### config.mk
export PLATFORM = sky130hd
export DESIGN_NAME = seq_detect_param
export DESIGN_NICKNAME = d
export VERILOG_FILES = /design/src/rtl/seq_detect_param.sv
export SDC_FILE = /design/constraint.sdc
export NUM_CORES = 1
export LEC_CHECK = 0
export BUFFER_PORTS_ARGS = -buffer_cell sky130_fd_sc_hd__buf_4
export CAP_MARGIN = 10
export CORE_MARGIN = 8
export CORE_UTILIZATION = 40
export DETAILED_ROUTE_END_ITERATION = 8
export MAX_ROUTING_LAYER = met4
export SLEW_MARGIN = 0
export SYNTH_ARGS = -nofsm -noshare
export SYNTH_HDL_FRONTEND = slang
export SYNTH_SLANG_ARGS = --single-unit
### constraint.sdc
create_clock -name clk -period 2.1 [get_ports clk]
set_clock_uncertainty 0.15 [all_clocks]
set_input_delay 0.525 -clock clk [delete_from_list [all_inputs] [get_ports clk]]
set_output_delay 0.525 -clock clk [all_outputs]
set_load 0.05 [all_outputs]
### src/rtl/seq_detect_param.sv
// seq_detect_param
// Serial pattern detector with a runtime-loadable pattern of PAT_LEN bits.
// The first bit received is compared against pat[PAT_LEN-1]. A registered
// pulse on out marks each detection, and hit_cnt keeps a saturating count
// of detections. OVERLAP selects whether the tail of one match may also
// begin the next match.

module seq_detect_param #(
   parameter int                 PAT_LEN     = 3,
   parameter logic [PAT_LEN-1:0] DEFAULT_PAT = 3'b101,
   parameter int                 OVERLAP     = 0,
   parameter int                 CNT_W       = 8
) (
   input  logic               clk,
   input  logic               rst,
   input  logic               en,
   input  logic               signal,
   input  logic               pat_load,
   input  logic [PAT_LEN-1:0] pat_in,
   input  logic               cnt_clr,
   output logic               out,
   output logic [CNT_W-1:0]   hit_cnt
);

   localparam int                 FILL_W   = $clog2(PAT_LEN);
   localparam logic [FILL_W-1:0]  FILL_MAX = FILL_W'(PAT_LEN - 1);
   localparam logic [CNT_W-1:0]   CNT_MAX  = '1;

   logic [PAT_LEN-1:0] pat;
   logic [PAT_LEN-2:0] hist;
   logic [FILL_W-1:0]  fill;
   logic [PAT_LEN-1:0] shifted;
   logic               match;

   // The window being judged this edge is the stored history plus the
   // incoming bit; a match needs a full window and an accepted sample.
   always_comb begin
      shifted = {hist, signal};
      match   = 1'b0;
      if (en && !pat_load && (fill == FILL_MAX) && (shifted == pat)) begin
         match = 1'b1;
      end
   end

   // Pattern, history, fill level and detection pulse. A pattern load wins
   // over sampling and throws away the bit on that edge; in non-overlap
   // mode a match empties the window so its bits cannot be reused.
   always_ff @(posedge clk or negedge rst) begin
      if (!rst) begin
         pat  <= DEFAULT_PAT;
         hist <= '0;
         fill <= '0;
         out  <= 1'b0;
      end else if (pat_load) begin
         pat  <= pat_in;
         fill <= '0;
         out  <= 1'b0;
      end else if (en) begin
         hist <= shifted[PAT_LEN-2:0];
         if (match && (OVERLAP == 0)) begin
            fill <= '0;
         end else if (fill != FILL_MAX) begin
            fill <= fill + FILL_W'(1);
         end
         out <= match;
      end else begin
         out <= 1'b0;
      end
   end

   // Saturating detection counter; a clear on the same edge as a match
   // leaves the counter at zero.
   always_ff @(posedge clk or negedge rst) begin
      if (!rst) begin
         hit_cnt <= '0;
      end else if (cnt_clr) begin
         hit_cnt <= '0;
      end else if (match && (hit_cnt != CNT_MAX)) begin
         hit_cnt <= hit_cnt + CNT_W'(1);
      end
   end

endmodule

==> impl_metrics.py, run 1 <==
metrics = {
    "timing": {
        "fmax_ghz": 0.515,
        "setup_repair_after_global_routing_missed_its_margin": "false",
        "hold_viol_final": 0,
        "report.final.slew_viol_count": 0,
        "finalSetupTns_ns": 0,
        "finalSetupViolCount": 0,
        "timing_worst_slew_pin_value_ns": 0.385,
        "setup_slack_ns": 0.157,
        "period_needed_ns": 1.94,
        "final_min_period_over_clock_period_pct": 92.5,
        "max-slew-margin-rel_pct": 74.2,
    },
    "critical_path": {
        "path_cells": "inv_1 > ha_2 > and3b_2 > nand4_4 > or4_1 > a21oi_1",
        "cp_num_buf_inv": 1,
        "cp-start-kind": "register",
        "required_time_at_the_endpoint_of_the_critical_path_ns": 2.16,
        "timing.critical_path.max_delay_family": "simple AND/OR/NAND/NOR gates",
        "critical_path.slowest_cell": "or4_1",
        "cp-end-kind": "register",
        "timing.critical_path.slowest_cell_delay_ns": 0.54,
        "crit_arrival_ns": 2.00,
        "crit_type": "register to register",
        "crit_path_max_fanout": 12,
    },
    "floorplanning": {
        "rows": 16,
        "die_area_sq_um": 3840,
        "area_inside_the_core_boundary_sq_um": 1980,
        "die_w_um": 62.0,
        "floorplan.die.height_um": 62.0,
        "initial_utilization_pct": 42.6,
        "top_level_ports": 18,
    },
    "yosys": {
        "synth_largest_type_area_fraction_pct": 41.5,
        "synth_adder_area_share_pct": 2.96,
        "synth_largest_area_cell": "dfrtp_1",
        "asyncSetResetFlopFracSynth_pct": 100,
        "post-synth-top-count-cell": "dfrtp_1",
        "syn_inst": 77,
        "yosysSeqAreaShare_pct": 47.7,
        "syn-num-nets": 88,
        "yosys.area_share.simple_pct": 18.7,
        "synthXorXnorAreaFrac_pct": 5.78,
        "dominantRegCellSynth": "dfrtp_1",
        "synth_compound_gate_area_share_pct": 14.1,
        "yosys_register_bits": 16,
        "ys_top_cells_by_area": "dfrtp_1, mux2_2, dfstp_2",
        "synth_enable_flop_cells": 0,
        "syn_area_sq_um": 845,
        "mean_cell_area_of_the_mapped_netlist_sq_um": 11.0,
        "yosysWarningCount": 0,
        "synth_top_family_by_area": "simple AND/OR/NAND/NOR gates",
        "synthMuxAreaShare_pct": 8.00,
        "ys_types": 29,
        "most_numerous_cell_types_in_the_synthesized_netlist": "dfrtp_1, a21oi_1, mux2_2, nand3_1",
    },
    "place": {
        "detailed_place_hpwl_um": 1230,
        "dp_slack_ns": 0.0649,
        "place_congestion": 0.746,
        "placed_cells_incl_taps": 119,
        "port_buffers": 17,
    },
    "route": {
        "first_pass_iters": 2,
        "detail_route.wirelength_um": 1680,
        "drc_violations_left": 0,
        "ant_nets": 0,
        "route.detailed.vias_per_inst": 5.12,
        "drt_iter0_drc": 9,
        "vias": 655,
        "wl_per_cell_um": 13.1,
    },
    "clocking": {
        "tritoncts.num_buffers": 3,
        "htree_num_levels": 1,
        "cts.reportedPaths.clkPinSlew_ns": 0.09,
        "sinks_on_the_clock_net": 16,
        "cts_root_buffer": "clkbuf_4",
        "clk_path_buf_depth": 2,
        "worst_skew_pair.late_latency_ns": 0.28,
        "tritoncts": "yes",
    },
    "finish": {
        "diodes": 0,
        "register_area_sq_um": 403,
        "fin_cells": 128,
        "final_nets": 113,
        "multi_input_area_sq_um": 420,
        "areaGrowthSynthToFinish_pct": 26.2,
        "layout_cells_sized_above_1_pct": 36.6,
        "layout.filler_cells": 177,
    },
    "grt": {
        "grt_antenna_before_repair": 0,
        "vias_in_the_first_global_route": 648,
        "grt_max_degree": 17,
        "remaining_global_route_overflow": 0,
        "first_pass_grt_wire_length_um": 2880,
        "grt_use_total_pct": 10.4,
    },
    "job": {
        "max_cap_viols": 0,
    },
    "power_and_ir_drop": {
        "cellLeakagePower_nw": 0.466,
        "total_power_w": 0.000601,
        "ratio_of_total_power_to_cell_area_nw_per_um2": 564,
        "peakVddDrop_v": 0.000390,
    },
    "worst_hold_path": {
        "worst_hold_path_type": "primary input to register",
    },
    "status": {
        "status": "finished clean",
    },
}
## timing repair
action / CTS / global route
endpoints found under the setup margin: 0 / 4
resized for setup: 0 / 1
buffers inserted: 0 / 4
endpoints found under the hold margin: 14 / 0
hold buffers: 1 / 0
## per-stage QoR
| step | utilization [%] | hold slack [ns] | area (sq um) |
|---|---|---|---|
| 6_report | 53.8 | 0.311 | 1070 |
| 5_1_grt | 53.8 | 0.295 | 1070 |
| 4_1_cts | 52.1 | 0.296 | 1030 |
| 3_5_place_dp | 50.3 | 0.250 | 997 |
| 3_3_place_gp | 50.3 | 0.246 | 997 |
| 2_1_floorplan | - | 0.0794 | 845 |
## power by group
| part | switching, W | internal [W] |
|---|---|---|
| sequential | 0.0000164 | 0.000328 |
| combinational | 0.0000428 | 0.0000500 |
| clock | 0.0000910 | 0.0000736 |
## cells in the final DEF (no fill, tap or decap), types with 2 or more instances in the layout
cell      instances
clkbuf_4          3
xnor2_2           3
nand2_1           3
o31ai_1           3
mux2_2            5
dfrtp_1          14
or3_1             2
nand3_1           5
inv_1             4
a21oi_1           9
or4_1             4
o21ai_0           4
buf_4            21
nor2_1            2
dfstp_2           2
## layout make-up
type | instances | area share [%]
Multi-Input combinational cell | 55 | 39.4
Sequential cell | 16 | 37.8
Timing Repair Buffer | 22 | 15.7
Tap cell | 27 | 3.17
Clock buffer | 4 | 2.46
Inverter | 4 | 1.41
## logic make-up (layout without fill, tap and decap cells)
family	count (synthesis)	count (layout)
buffers and inverters	6	30
multiplexers	6	6
AND/OR/NAND/NOR	24	24
adder cells (fa/ha/maj)	2	2
AO/OA/AOI/OAI	20	20
flip-flops	16	16
XOR/XNOR	3	3
## flip-flops by register name, indices dropped and copies added, names as in the netlist
name and flops:
fill 2, hit_cnt 8, hist 2, pat 3, out 1
## path summary, 6_finish.rpt
kind	from	to	slack, ns	cells after the start
max	fill[0]	hit_cnt[7]	0.16	6
min	pat_load	fill[0]	0.31	2
max reg2reg	fill[0]	hit_cnt[7]	0.16	6
min reg2reg	fill[0]	fill[0]	0.35	1
max in group asynchronous	rst	pat[0]	1.07	2
min in group asynchronous	rst	hit_cnt[7]	0.48	2
## routing by layer
metal,global-route usage [%],part of all wire (%),vias up
met3,2.47,4.4,2
li1,-,-,339
met2,15.3,46,8
met1,13.4,49,306
met4,3.90,0.48,0
met5,-,0,-
Power figures use the tool's default switching activity.
==> run 2, diff against run 1 <==
--- a/config.mk
+++ b/config.mk
@@ -5,6 +5,7 @@
 export SDC_FILE = /design/constraint.sdc
 export NUM_CORES = 1
 export LEC_CHECK = 0
+export ABC_AREA = 1
 export BUFFER_PORTS_ARGS = -buffer_cell sky130_fd_sc_hd__buf_4
 export CAP_MARGIN = 10
 export CORE_MARGIN = 8
==> run 2 against run 1 <==
Sequential power rose by 3%; first-iteration DRC count rose to 9.2 times the previous value; core utilization fell by 1.8 points; setup slack improved by 0.24 ns; final cell count rose by 42%; highest routed layer unchanged; design area rose by 8.9%; critical path depth fell by 5; register-to-register slack improved by 0.31 ns; largest power group unchanged; global-route usage rose by 0.70 points; critical endpoint is now hit_cnt[5].
==> impl_metrics.py, run 2 <==
metrics = {
    "status": {
        "status": "finished clean",
    },
    "timing": {
        "final_min_period_over_clock_period_pct": 81.2,
        "finalSetupViolCount": 0,
        "hold_viol_final": 0,
        "timing.hold.ws_ns": 0.309,
        "setup_repair_after_global_routing_missed_its_margin": "false",
        "finalSetupTns_ns": 0,
        "period_needed_ns": 1.70,
        "fmax_ghz": 0.587,
        "setup_slack_ns": 0.395,
        "report.final.slew_viol_count": 0,
        "max-slew-margin-rel_pct": 82.7,
        "timing_worst_slew_pin_value_ns": 0.258,
    },
    "critical_path": {
        "required_time_at_the_endpoint_of_the_critical_path_ns": 1.42,
        "crit_arrival_ns": 1.03,
        "timing.reg2reg.worst_path_depth": 8,
        "crit_type": "register to output port",
        "critical_path_depth_in_cells": 1,
        "path_cells": "buf_4",
        "cp-start-kind": "register",
        "critical_path.slowest_cell": "dfrtp_1",
        "cp-end-kind": "output port",
        "timing.critical_path.slowest_cell_delay_ns": 0.50,
        "timing.critical_path.max_delay_family": "flip-flops",
        "crit_path_max_fanout": 8,
        "cp_num_buf_inv": 1,
    },
    "floorplanning": {
        "area_inside_the_core_boundary_sq_um": 2230,
        "initial_utilization_pct": 42.9,
        "die_w_um": 64.9,
        "rows": 17,
        "die_area_sq_um": 4210,
        "top_level_ports": 18,
        "floorplan.die.height_um": 64.9,
    },
    "route": {
        "vias": 880,
        "detail_route.wirelength_um": 2060,
        "drt_iter0_drc": 83,
        "drc_violations_left": 0,
        "wl_per_cell_um": 11.3,
        "first_pass_iters": 4,
        "route.detailed.vias_per_inst": 4.84,
        "ant_nets": 0,
    },
    "clocking": {
        "worst_skew_pair.late_latency_ns": 0.28,
        "htree_num_levels": 1,
        "clk_path_buf_depth": 2,
        "cts_setup_buffers": 0,
        "cts.reportedPaths.clkPinSlew_ns": 0.09,
        "cts_root_buffer": "clkbuf_4",
        "sinks_on_the_clock_net": 16,
        "tritoncts": "yes",
        "tritoncts.num_buffers": 3,
    },
    "yosys": {
        "synth_largest_area_cell": "dfrtp_1",
        "post-synth-top-count-cell": "nand2_1",
        "syn_area_sq_um": 957,
        "asyncSetResetFlopFracSynth_pct": 100,
        "yosys_register_bits": 16,
        "yosysWarningCount": 0,
        "syn_inst": 133,
        "synth_enable_flop_cells": 0,
        "ys_types": 20,
        "mean_cell_area_of_the_mapped_netlist_sq_um": 7.20,
        "syn-num-nets": 144,
        "ys_top_cells_by_area": "dfrtp_1, nand2_1, nand3_1",
        "most_numerous_cell_types_in_the_synthesized_netlist": "nand2_1, dfrtp_1, inv_1, nand3_1, nor2_1",
        "synth_largest_type_area_fraction_pct": 36.6,
        "dominantRegCellSynth": "dfrtp_1",
        "yosysSeqAreaShare_pct": 42.1,
    },
    "grt": {
        "first_pass_grt_wire_length_um": 3650,
        "grt_antenna_before_repair": 0,
        "grt_use_total_pct": 11.1,
        "grt_max_degree": 17,
        "remaining_global_route_overflow": 0,
        "vias_in_the_first_global_route": 838,
    },
    "job": {
        "max_cap_viols": 0,
    },
    "power_and_ir_drop": {
        "total_power_w": 0.000700,
        "cellLeakagePower_nw": 0.610,
        "ratio_of_total_power_to_cell_area_nw_per_um2": 603,
        "peakVddDrop_v": 0.000443,
    },
    "finish": {
        "fin_cells": 182,
        "layout_cells_sized_above_1_pct": 19.5,
        "leading_cell_types_in_the_layout_fill_and_taps_excluded": "nand2_1, buf_4, inv_1, nand3_1, dfrtp_1",
        "registers.top_by_ff_count": "hit_cnt",
        "diodes": 0,
        "largestRegisters": "hit_cnt: 8 flops, pat: 3 flops",
        "leading_cell_type_in_the_layout_fill_and_taps_excluded": "nand2_1",
        "layout.filler_cells": 239,
        "areaGrowthSynthToFinish_pct": 21.3,
        "number_of_flip_flops_under_the_largest_register_name": 8,
        "final_nets": 166,
    },
    "worst_hold_path": {
        "worst_hold_path_type": "primary input to register",
        "hold_depth": 2,
    },
    "place": {
        "placed_cells_incl_taps": 177,
        "place_congestion": 0.792,
        "detailed_place_hpwl_um": 1620,
        "dp_slack_ns": 0.463,
        "port_buffers": 17,
    },
}
-- run 2: layout make-up --
| cell class | count | area [sq um] | area share (%) |
|---|---|---|---|
| timing repair buffer | 18 | 138 | 11.9 |
| tap | 28 | 35.0 | 3.02 |
| clock buffer | 4 | 36.3 | 3.13 |
| multi-input combinational | 99 | 485 | 41.8 |
| inverter | 17 | 63.8 | 5.50 |
| sequential | 16 | 403 | 34.7 |
-- run 2: kinds of logic after synthesis --
kind of cell               count (synthesis)  synth area share [%]
and+or+nand+nor                           89                  43.0
buffers and inverters                     18                  7.19
DFF                                       16                  42.1
AOI/OAI and AO/OA                          7                  4.18
adders and majority gates                  2                  2.61
xor gates and xnor gates                   1                 0.915
-- run 2: per-layer routing --
metal	vias up	GRT usage [%]	part of all wire, %
li1	462	-	-
met1	394	12.5	47
met2	22	17.5	46
met3	2	3.78	6.2
met4	0	4.90	0.58
met5	-	-	0
-- run 2: worst reg2reg max path, cell delays in order, from the launching register on --
cell and delay [ns]:
dfrtp_1 0.45, ha_1 0.23, nand2_1 0.12, nor2_1 0.06
nand2_1 0.11, nand4_4 0.18, nand2_4 0.15, nand2_1 0.07
nand2_1 0.05
-- run 2: per-stage QoR --
step	util [%]	cell area (sq um)
final	52.0	1160
after global routing	52.0	1160
after CTS	52.0	1160
after detailed placement	49.9	1110
after global placement	49.9	1110
after floorplan	-	957
-- run 2: final timing paths --
kind                       startpoint         end  slack, ns
max                        hit_cnt[5]  hit_cnt[5]       0.40
min                          pat_load      pat[0]       0.31
max reg2reg                hit_cnt[0]  hit_cnt[1]       0.47
min reg2reg                   fill[1]     fill[1]       0.37
max in group asynchronous         rst      pat[2]       1.06
min in group asynchronous         rst     hist[0]       0.48
-- run 2: repair_timing --
| item | in CTS | in global routing |
|---|---|---|
| hold buffers | 1 | 0 |
| endpoints found under the hold margin | 14 | 0 |
| gates resized for setup | 0 | 0 |
-- run 2: power breakdown --
part | leakage, nW | switching (W) | internal [W]
clock | 0.0210 | 0.0000934 | 0.000105
combinational | 0.380 | 0.0000952 | 0.0000524
sequential | 0.208 | 0.0000220 | 0.000332
total | 0.610 | 0.000211 | 0.000490
